===== src/rtl/tpc_result_pkg.sv =====
// rtl/tpc_result_pkg.sv - shared state enum, default sizes and SRAM bank/word mapping
package tpc_result_pkg;

  localparam int DEF_ARRAY_SIZE = 4;
  localparam int DEF_ACC_WIDTH  = 32;
  localparam int DEF_SRAM_WIDTH = 256;
  localparam int DEF_SRAM_DEPTH = 256;
  localparam int DEF_ADDR_WIDTH = 20;

  typedef enum logic [1:0] {
    IDLE   = 2'd0,
    ACCEPT = 2'd1,
    WRITE  = 2'd2,
    FINISH = 2'd3
  } wr_state_t;

  typedef struct packed {
    logic [1:0] bank;
    logic [7:0] word;
  } sram_loc_t;

  // Bank is XOR-swizzled with addr[9:8] so row strides of 256 do not pile onto one bank.
  function automatic sram_loc_t map_loc(input logic [9:0] addr);
    sram_loc_t loc;
    loc.bank = addr[1:0] ^ addr[9:8];
    loc.word = addr[9:2];
    return loc;
  endfunction

endpackage


===== src/rtl/gemm_result_writer_if.sv =====
// rtl/gemm_result_writer_if.sv - config, accumulator-row and SRAM write channels
interface gemm_result_writer_if
  import tpc_result_pkg::*;
#(
  parameter int ARRAY_SIZE = DEF_ARRAY_SIZE,
  parameter int ACC_WIDTH  = DEF_ACC_WIDTH,
  parameter int SRAM_WIDTH = DEF_SRAM_WIDTH,
  parameter int SRAM_DEPTH = DEF_SRAM_DEPTH,
  parameter int ADDR_WIDTH = DEF_ADDR_WIDTH
);
  localparam int WORD_WIDTH = $clog2(SRAM_DEPTH);

  logic                             cfg_valid;
  logic                             cfg_ready;
  logic [ADDR_WIDTH-1:0]            cfg_dst_addr;
  logic [15:0]                      cfg_rows;
  logic [4:0]                       cfg_shift;

  logic                             acc_valid;
  logic                             acc_ready;
  logic [ARRAY_SIZE*ACC_WIDTH-1:0]  acc_data;
  logic                             acc_last;

  logic                             sram_wr_en;
  logic                             sram_wr_ready;
  logic [ADDR_WIDTH-1:0]            sram_wr_addr;
  logic [1:0]                       sram_wr_bank;
  logic [WORD_WIDTH-1:0]            sram_wr_word;
  logic [SRAM_WIDTH-1:0]            sram_wr_data;

  modport master (
    output cfg_valid, cfg_dst_addr, cfg_rows, cfg_shift,
    output acc_valid, acc_data, acc_last,
    output sram_wr_ready,
    input  cfg_ready, acc_ready,
    input  sram_wr_en, sram_wr_addr, sram_wr_bank, sram_wr_word, sram_wr_data
  );

  modport slave (
    input  cfg_valid, cfg_dst_addr, cfg_rows, cfg_shift,
    input  acc_valid, acc_data, acc_last,
    input  sram_wr_ready,
    output cfg_ready, acc_ready,
    output sram_wr_en, sram_wr_addr, sram_wr_bank, sram_wr_word, sram_wr_data
  );

endinterface


===== src/rtl/result_lane_quant.sv =====
// rtl/result_lane_quant.sv - one lane: arithmetic right shift then saturate to signed 8 bits
module result_lane_quant #(
  parameter int ACC_WIDTH = 32
) (
  input  logic [ACC_WIDTH-1:0] i_acc,
  input  logic [4:0]           i_shift,
  output logic [7:0]           o_q
);
  localparam logic signed [ACC_WIDTH-1:0] Q_MAX = 127;
  localparam logic signed [ACC_WIDTH-1:0] Q_MIN = -128;

  logic signed [ACC_WIDTH-1:0] w_shifted;

  assign w_shifted = $signed(i_acc) >>> i_shift;

  always_comb begin
    o_q = w_shifted[7:0];
    if (w_shifted > Q_MAX) begin
      o_q = 8'h7f;
    end else if (w_shifted < Q_MIN) begin
      o_q = 8'h80;
    end
  end

endmodule


===== src/rtl/gemm_result_writer.sv =====
// rtl/gemm_result_writer.sv - writes accumulator rows to swizzled SRAM banks, one row per handshake
// Optional requantisation to int8 lanes is enabled by defining GEMM_RESULT_REQUANT_EN.
module gemm_result_writer
  import tpc_result_pkg::*;
#(
  parameter int ARRAY_SIZE = DEF_ARRAY_SIZE,
  parameter int ACC_WIDTH  = DEF_ACC_WIDTH,
  parameter int SRAM_WIDTH = DEF_SRAM_WIDTH,
  parameter int SRAM_DEPTH = DEF_SRAM_DEPTH,
  parameter int ADDR_WIDTH = DEF_ADDR_WIDTH
) (
  input  logic                clk,
  input  logic                rst,
  gemm_result_writer_if.slave bus,
  output logic                busy,
  output logic                done,
  output logic                error
);
  localparam int WORD_WIDTH = $clog2(SRAM_DEPTH);
  localparam int ACC_BITS   = ARRAY_SIZE * ACC_WIDTH;

  wr_state_t              r_state;
  wr_state_t              w_next;
  logic [ADDR_WIDTH-1:0]  r_addr;
  logic [15:0]            r_rows;
  logic [15:0]            r_count;
  logic [15:0]            w_count_inc;
  logic                   w_final_row;
  logic [SRAM_WIDTH-1:0]  r_data;
  logic [SRAM_WIDTH-1:0]  w_packed;
  logic [ACC_BITS-1:0]    w_acc;
  logic                   r_last;
  logic                   r_error;
  sram_loc_t              w_loc;

  assign w_acc       = bus.acc_data;
  assign w_count_inc = r_count + 16'd1;
  assign w_final_row = (w_count_inc == r_rows);

`ifdef GEMM_RESULT_REQUANT_EN
  logic [4:0]              r_shift;
  logic [ARRAY_SIZE*8-1:0] w_q;

  for (genvar gi = 0; gi < ARRAY_SIZE; gi++) begin : g_lane
    result_lane_quant #(
      .ACC_WIDTH (ACC_WIDTH)
    ) u_quant (
      .i_acc   (w_acc[gi*ACC_WIDTH +: ACC_WIDTH]),
      .i_shift (r_shift),
      .o_q     (w_q[gi*8 +: 8])
    );
  end

  assign w_packed = SRAM_WIDTH'(w_q);
`else
  logic w_unused_shift;

  assign w_unused_shift = ^bus.cfg_shift;
  assign w_packed       = SRAM_WIDTH'(w_acc);
`endif

  always_ff @(posedge clk) begin
    if (rst) begin
      r_state <= IDLE;
      r_addr  <= '0;
      r_rows  <= '0;
      r_count <= '0;
      r_data  <= '0;
      r_last  <= 1'b0;
      r_error <= 1'b0;
`ifdef GEMM_RESULT_REQUANT_EN
      r_shift <= '0;
`endif
    end else begin
      r_state <= w_next;
      case (r_state)
        IDLE: begin
          if (bus.cfg_valid) begin
            r_addr  <= bus.cfg_dst_addr;
            r_rows  <= bus.cfg_rows;
            r_count <= '0;
            r_error <= 1'b0;
`ifdef GEMM_RESULT_REQUANT_EN
            r_shift <= bus.cfg_shift;
`endif
          end
        end
        ACCEPT: begin
          if (bus.acc_valid) begin
            r_data <= w_packed;
            r_last <= bus.acc_last;
            // Flags both an early acc_last and a final row that arrives without one.
            if (bus.acc_last != w_final_row) begin
              r_error <= 1'b1;
            end
          end
        end
        WRITE: begin
          if (bus.sram_wr_ready) begin
            r_addr  <= r_addr + ADDR_WIDTH'(1);
            r_count <= w_count_inc;
          end
        end
        default: ;
      endcase
    end
  end

  always_comb begin
    w_next         = r_state;
    bus.cfg_ready  = 1'b0;
    bus.acc_ready  = 1'b0;
    bus.sram_wr_en = 1'b0;
    done           = 1'b0;
    case (r_state)
      IDLE: begin
        bus.cfg_ready = 1'b1;
        if (bus.cfg_valid) begin
          w_next = (bus.cfg_rows == 16'd0) ? FINISH : ACCEPT;
        end
      end
      ACCEPT: begin
        bus.acc_ready = 1'b1;
        if (bus.acc_valid) begin
          w_next = WRITE;
        end
      end
      WRITE: begin
        bus.sram_wr_en = 1'b1;
        if (bus.sram_wr_ready) begin
          w_next = (r_last || w_final_row) ? FINISH : ACCEPT;
        end
      end
      FINISH: begin
        done   = 1'b1;
        w_next = IDLE;
      end
      default: w_next = IDLE;
    endcase
  end

  assign w_loc            = map_loc(r_addr[9:0]);
  assign busy             = (r_state != IDLE);
  assign error            = r_error;
  assign bus.sram_wr_addr = r_addr;
  assign bus.sram_wr_bank = w_loc.bank;
  assign bus.sram_wr_word = WORD_WIDTH'(w_loc.word);
  assign bus.sram_wr_data = r_data;

endmodule


===== src/flat_wrapper.sv =====
// flat-port wrapper written by rule: the top's interface ports become plain ports
module gemm_result_writer_flat import tpc_result_pkg::*;
#(
  parameter int ARRAY_SIZE = DEF_ARRAY_SIZE,
  parameter int ACC_WIDTH  = DEF_ACC_WIDTH,
  parameter int SRAM_WIDTH = DEF_SRAM_WIDTH,
  parameter int SRAM_DEPTH = DEF_SRAM_DEPTH,
  parameter int ADDR_WIDTH = DEF_ADDR_WIDTH
)
  (clk, rst, busy, done, error, bus_cfg_valid, bus_cfg_dst_addr, bus_cfg_rows, bus_cfg_shift, bus_acc_valid, bus_acc_data, bus_acc_last, bus_sram_wr_ready, bus_cfg_ready, bus_acc_ready, bus_sram_wr_en, bus_sram_wr_addr, bus_sram_wr_bank, bus_sram_wr_word, bus_sram_wr_data);
  gemm_result_writer_if #(.ARRAY_SIZE(ARRAY_SIZE), .ACC_WIDTH(ACC_WIDTH), .SRAM_WIDTH(SRAM_WIDTH), .SRAM_DEPTH(SRAM_DEPTH), .ADDR_WIDTH(ADDR_WIDTH)) bus_i ();
  input  logic clk;
  input  logic rst;
  output logic busy;
  output logic done;
  output logic error;
  input wire logic [$bits(bus_i.cfg_valid)-1:0] bus_cfg_valid;
  input wire logic [$bits(bus_i.cfg_dst_addr)-1:0] bus_cfg_dst_addr;
  input wire logic [$bits(bus_i.cfg_rows)-1:0] bus_cfg_rows;
  input wire logic [$bits(bus_i.cfg_shift)-1:0] bus_cfg_shift;
  input wire logic [$bits(bus_i.acc_valid)-1:0] bus_acc_valid;
  input wire logic [$bits(bus_i.acc_data)-1:0] bus_acc_data;
  input wire logic [$bits(bus_i.acc_last)-1:0] bus_acc_last;
  input wire logic [$bits(bus_i.sram_wr_ready)-1:0] bus_sram_wr_ready;
  output wire logic [$bits(bus_i.cfg_ready)-1:0] bus_cfg_ready;
  output wire logic [$bits(bus_i.acc_ready)-1:0] bus_acc_ready;
  output wire logic [$bits(bus_i.sram_wr_en)-1:0] bus_sram_wr_en;
  output wire logic [$bits(bus_i.sram_wr_addr)-1:0] bus_sram_wr_addr;
  output wire logic [$bits(bus_i.sram_wr_bank)-1:0] bus_sram_wr_bank;
  output wire logic [$bits(bus_i.sram_wr_word)-1:0] bus_sram_wr_word;
  output wire logic [$bits(bus_i.sram_wr_data)-1:0] bus_sram_wr_data;
  assign bus_i.cfg_valid = bus_cfg_valid;
  assign bus_i.cfg_dst_addr = bus_cfg_dst_addr;
  assign bus_i.cfg_rows = bus_cfg_rows;
  assign bus_i.cfg_shift = bus_cfg_shift;
  assign bus_i.acc_valid = bus_acc_valid;
  assign bus_i.acc_data = bus_acc_data;
  assign bus_i.acc_last = bus_acc_last;
  assign bus_i.sram_wr_ready = bus_sram_wr_ready;
  assign bus_cfg_ready = bus_i.cfg_ready;
  assign bus_acc_ready = bus_i.acc_ready;
  assign bus_sram_wr_en = bus_i.sram_wr_en;
  assign bus_sram_wr_addr = bus_i.sram_wr_addr;
  assign bus_sram_wr_bank = bus_i.sram_wr_bank;
  assign bus_sram_wr_word = bus_i.sram_wr_word;
  assign bus_sram_wr_data = bus_i.sram_wr_data;
  gemm_result_writer #(.ARRAY_SIZE(ARRAY_SIZE), .ACC_WIDTH(ACC_WIDTH), .SRAM_WIDTH(SRAM_WIDTH), .SRAM_DEPTH(SRAM_DEPTH), .ADDR_WIDTH(ADDR_WIDTH)) u_core (.clk(clk), .rst(rst), .bus(bus_i), .busy(busy), .done(done), .error(error));
endmodule

===== config.mk =====
export PLATFORM = sky130hd
export DESIGN_NAME = gemm_result_writer_flat
export DESIGN_NICKNAME = d
export VERILOG_FILES = /design/src/rtl/tpc_result_pkg.sv /design/src/rtl/gemm_result_writer_if.sv /design/src/rtl/result_lane_quant.sv /design/src/rtl/gemm_result_writer.sv /design/src/flat_wrapper.sv
export SDC_FILE = /design/constraint.sdc
export NUM_CORES = 1
export LEC_CHECK = 0
export BUFFER_PORTS_ARGS = -buffer_cell sky130_fd_sc_hd__clkbuf_2
export CAP_MARGIN = 30
export CORE_AREA = 2 2 181 183
export CTS_CLUSTER_SIZE = 25
export DETAILED_ROUTE_END_ITERATION = 8
export DIE_AREA = 0 0 183 185
export HOLD_SLACK_MARGIN = 0.05
export PLACE_DENSITY = 0.53
export SYNTH_ARGS = -nofsm -noshare
export SYNTH_HDL_FRONTEND = slang
export SYNTH_HIERARCHICAL = 1
export SYNTH_SLANG_ARGS = --single-unit

===== constraint.sdc =====
create_clock -name clk -period 2.07 [get_ports clk]
set_input_delay 0 -clock clk [delete_from_list [all_inputs] [get_ports clk]]
set_output_delay 0 -clock clk [all_outputs]
set_load 0.005 [all_outputs]

==> flow_summary.yaml <==
yosys:
  synth_fa_ha_area_share_pct: 0.2845
  synth_top_area_share_pct: 41.88
  synth.top_cells.by_count: "320 x nand2_1, 184 x dfxtp_1, 182 x a21oi_1, 138 x buf_4, 51 x clkbuf_1"
  synth.cell_area_um2: 8795
  synth-simple-area-share_pct: 23.05
  yosysSeqAreaShare_pct: 41.88
  avgSynthCellArea_um2: 7.688
  synthCells: 1144
  async_flop_share_pct: 0
  synthMuxAreaShare_pct: 0.4695
  ys_ff_latch: 184
  synth_area_leaders: "dfxtp_1 42%, nand2_1 14%, buf_4 12%"
  synth_xor_area_share_pct: 1.750
  synth_compound_area_share_pct: 16.92
  synth_ff_type: "dfxtp_1"
  synth_area_leader_cell: "dfxtp_1"
  yosysUniqueCellTypes: 65
  synth_edf_count: 0
  yosysMostFrequentCell: "nand2_1"
  yosysWarnings: 6
  synth_top_family_by_area: "simple AND/OR/NAND/NOR gates"
detailed_routing:
  viasPerCell: 4.402
  vias: 9095
  routedWlPerCell_um: 13.84
  drt-total-wl_um: 28590
  drt-initial-drc-count: 459
  drtPass1Iterations: 5
  drc: 0
  postRouteAntennaNets: 0
clock_tree:
  cts-root-buf: "clkbuf_16"
  cts.clk_slew.worst_paths_ps: 70
  ctsLongestPathBuffers: 2
  clock-sinks: 184
  cts_setup_buffers: 0
  cts_buffers: 17
  clk_latency_ps: 440
  cts_tree: "done"
  cts_max_level: 4
global_routing:
  grt_overflow: 0
  grt_max_degree: 107
  antenna_found_initial: 0
  grt_pass1_vias: 8640
  grt_usage_pct: 16.21
  grt_pass1_wl_um: 44050
worst_setup_path:
  setup.worst_path.class: "reg -> reg"
  crit_path_end_kind: "flip-flop"
  critPathArrivalTime_ps: 2260
  r2r-start: "u_core/r_count[0]$_SDFFE_PP0P_"
  start_kind: "flip-flop"
  crit_start: "u_core/r_count[0]$_SDFFE_PP0P_"
  required_ps: 2390
  worstPathMaxFanout: 7
run:
  maxCapViolCount: 0
die:
  initial_core_util_pct: 27.45
  die_y_um: 185
  num_rows: 66
  die_x_um: 183
  die-area_um2: 33860
  core_area_um2: 32040
  io_pins: 467
pwr:
  swShare_pct: 27.72
  leakage_uw: 0.005760
  p_sw_uw: 2354
  clkPwrFrac_pct: 39.1
  p_int_uw: 6138
  seqPwrFrac_pct: 44.9
  vdd_drop_max_v: 0.0004978
  p_total_uw: 8492
  p_comb_share_pct: 16.0
  powerDensity_nw_per_um2: 653.1
placed_design:
  pre_cts_slack_ps: 121.9
  hpwl_um: 19730
  portBuffers: 333
  globalplace.congestion: 0.8054
  place_inst: 1849
finish:
  drive_above_1_share_pct: 26.37
  final_nets: 1821
  final_cells: 2066
  area_growth_syn_to_layout_pct: 47.84
sta:
  worstMarginPinSlew_ps: 553.2
  fin_crit_sh_pct: 93.45
  setup_viol: 0
  tns_ps: 0
  final_hold_viol_count: 0
  fin_crit_ps: 1934
  skew_ps: 8.914
  drv_slew: 0
  fmax_mhz: 516.9
  fin_ws_ps: 135.6
  max-slew-margin-rel_pct: 63.12
  grt_setup_unrepaired: "false"
status:
  outcome: "finished clean"
hold_path:
  min_path_type: "in -> reg"
  min_from: "bus_cfg_valid"
[per-stage QoR]
| stage | hold WS, ps | utilization, % | cell area [um2] |
|---|---|---|---|
| after floorplan | 136.0 | - | 9271 |
| after global placement | 223.0 | 32.91 | 10550 |
| after detailed placement | 229.5 | 32.91 | 10550 |
| after CTS | 147.0 | 40.50 | 12980 |
| after global routing | 195.2 | 40.57 | 13000 |
| final | 165.9 | 40.58 | 13000 |
[layout make-up]
cell class              count  area [um2]
inverters                   6       22.52
diodes                      1       2.502
clock inverters            13       137.6
well taps                 408       510.5
clock buffers              19       452.9
repair buffers            567        3940
fillers                  3259       19040
flip-flops and latches    184        3685
multi-input cells         868        4252
[state kept, by name (all words and copies together), names as in the netlist]
register and flops:
u_core/r_last 1, u_core/r_state 2, u_core/bus.sram_wr_addr 20, u_core/r_rows 16, u_core/error 1, u_core/r_count 16, u_core/bus.sram_wr_data 128
[worst max-delay path: stages (launching register included)]
cell and delay (ps):
dfxtp_1 340, buf_4 150, nand4_2 150, nor4_4 380, nand4_1 160, a211oi_2 330
and4_1 230, o211ai_1 70
[power groups by stage]
stage          clock (uW)  combinational, uW  sequential (uW)
3_3_place_gp            0               1060             3890
5_1_grt              3560               1510             3840
2_1_floorplan           0                705             3900
6_report             3320               1360             3820
3_5_place_dp            0               1070             3900
4_1_cts              3440               1350             3820
[final timing paths]
path	cells after the start	slack [ps]	endpoint
min	4	170	u_core/r_state[0]$_SDFFE_PP0P_
min reg2reg	2	450	u_core/bus.sram_wr_data[101]$_SDFFE_PP0P_
max	7	140	u_core/error$_SDFFE_PP0P_
max reg2reg	7	140	u_core/error$_SDFFE_PP0P_
[placed cells by master, fill, tap and decap left out, types with 3 or more instances in the layout]
cell	netlist	final
o21ai_0	30	30
nand4_4	3	3
buf_4	138	46
and3_1	7	7
dlygate4sd3_1	0	184
dfxtp_1	184	183
nand2b_1	6	6
nor2_1	38	38
a22oi_1	6	6
and2_1	5	4
nor2b_1	3	3
inv_1	5	5
nand2_1	320	319
buf_12	0	4
a211oi_1	7	7
conb_1	1	128
clkinv_4	0	3
inv_8	0	4
clkbuf_2	0	332
a21o_1	3	3
xnor2_1	7	7
clkbuf_16	0	17
a21oi_1	182	182
nand4_1	9	9
a311oi_1	7	7
o22ai_1	6	6
and4_1	6	6
nor3_1	10	9
or3_1	4	4
clkinvlp_4	0	3
mux2i_1	3	3
a31oi_1	8	8
a211o_1	3	3
nor4_1	4	4
xor2_1	8	8
nor4b_1	3	3
nand3_1	16	16
[cell families after synthesis]
family	count (synthesis)
other	1
adders and majority gates	2
and+or+nand+nor	451
muxes	4
buffers and inverters	219
xor gates and xnor gates	16
AOI/OAI and AO/OA	267
DFF	184
[routing by layer]
layer  vias to the layer above  share of wire [%]  global-route usage [%]
met5                         -                  0                       0
met4                         0                1.4                   5.824
met3                        18                5.4                   3.460
met2                       316                 51                   28.67
met1                      4193                 42                   19.35
li1                       4568                  -                       -
[timing repair]
action	4_1_cts	5_1_grt
resized for setup	0	5
hold buffers	184	0
setup endpoints to repair	0	3
hold endpoints to repair	184	0
(Power assumes the default switching activity.)
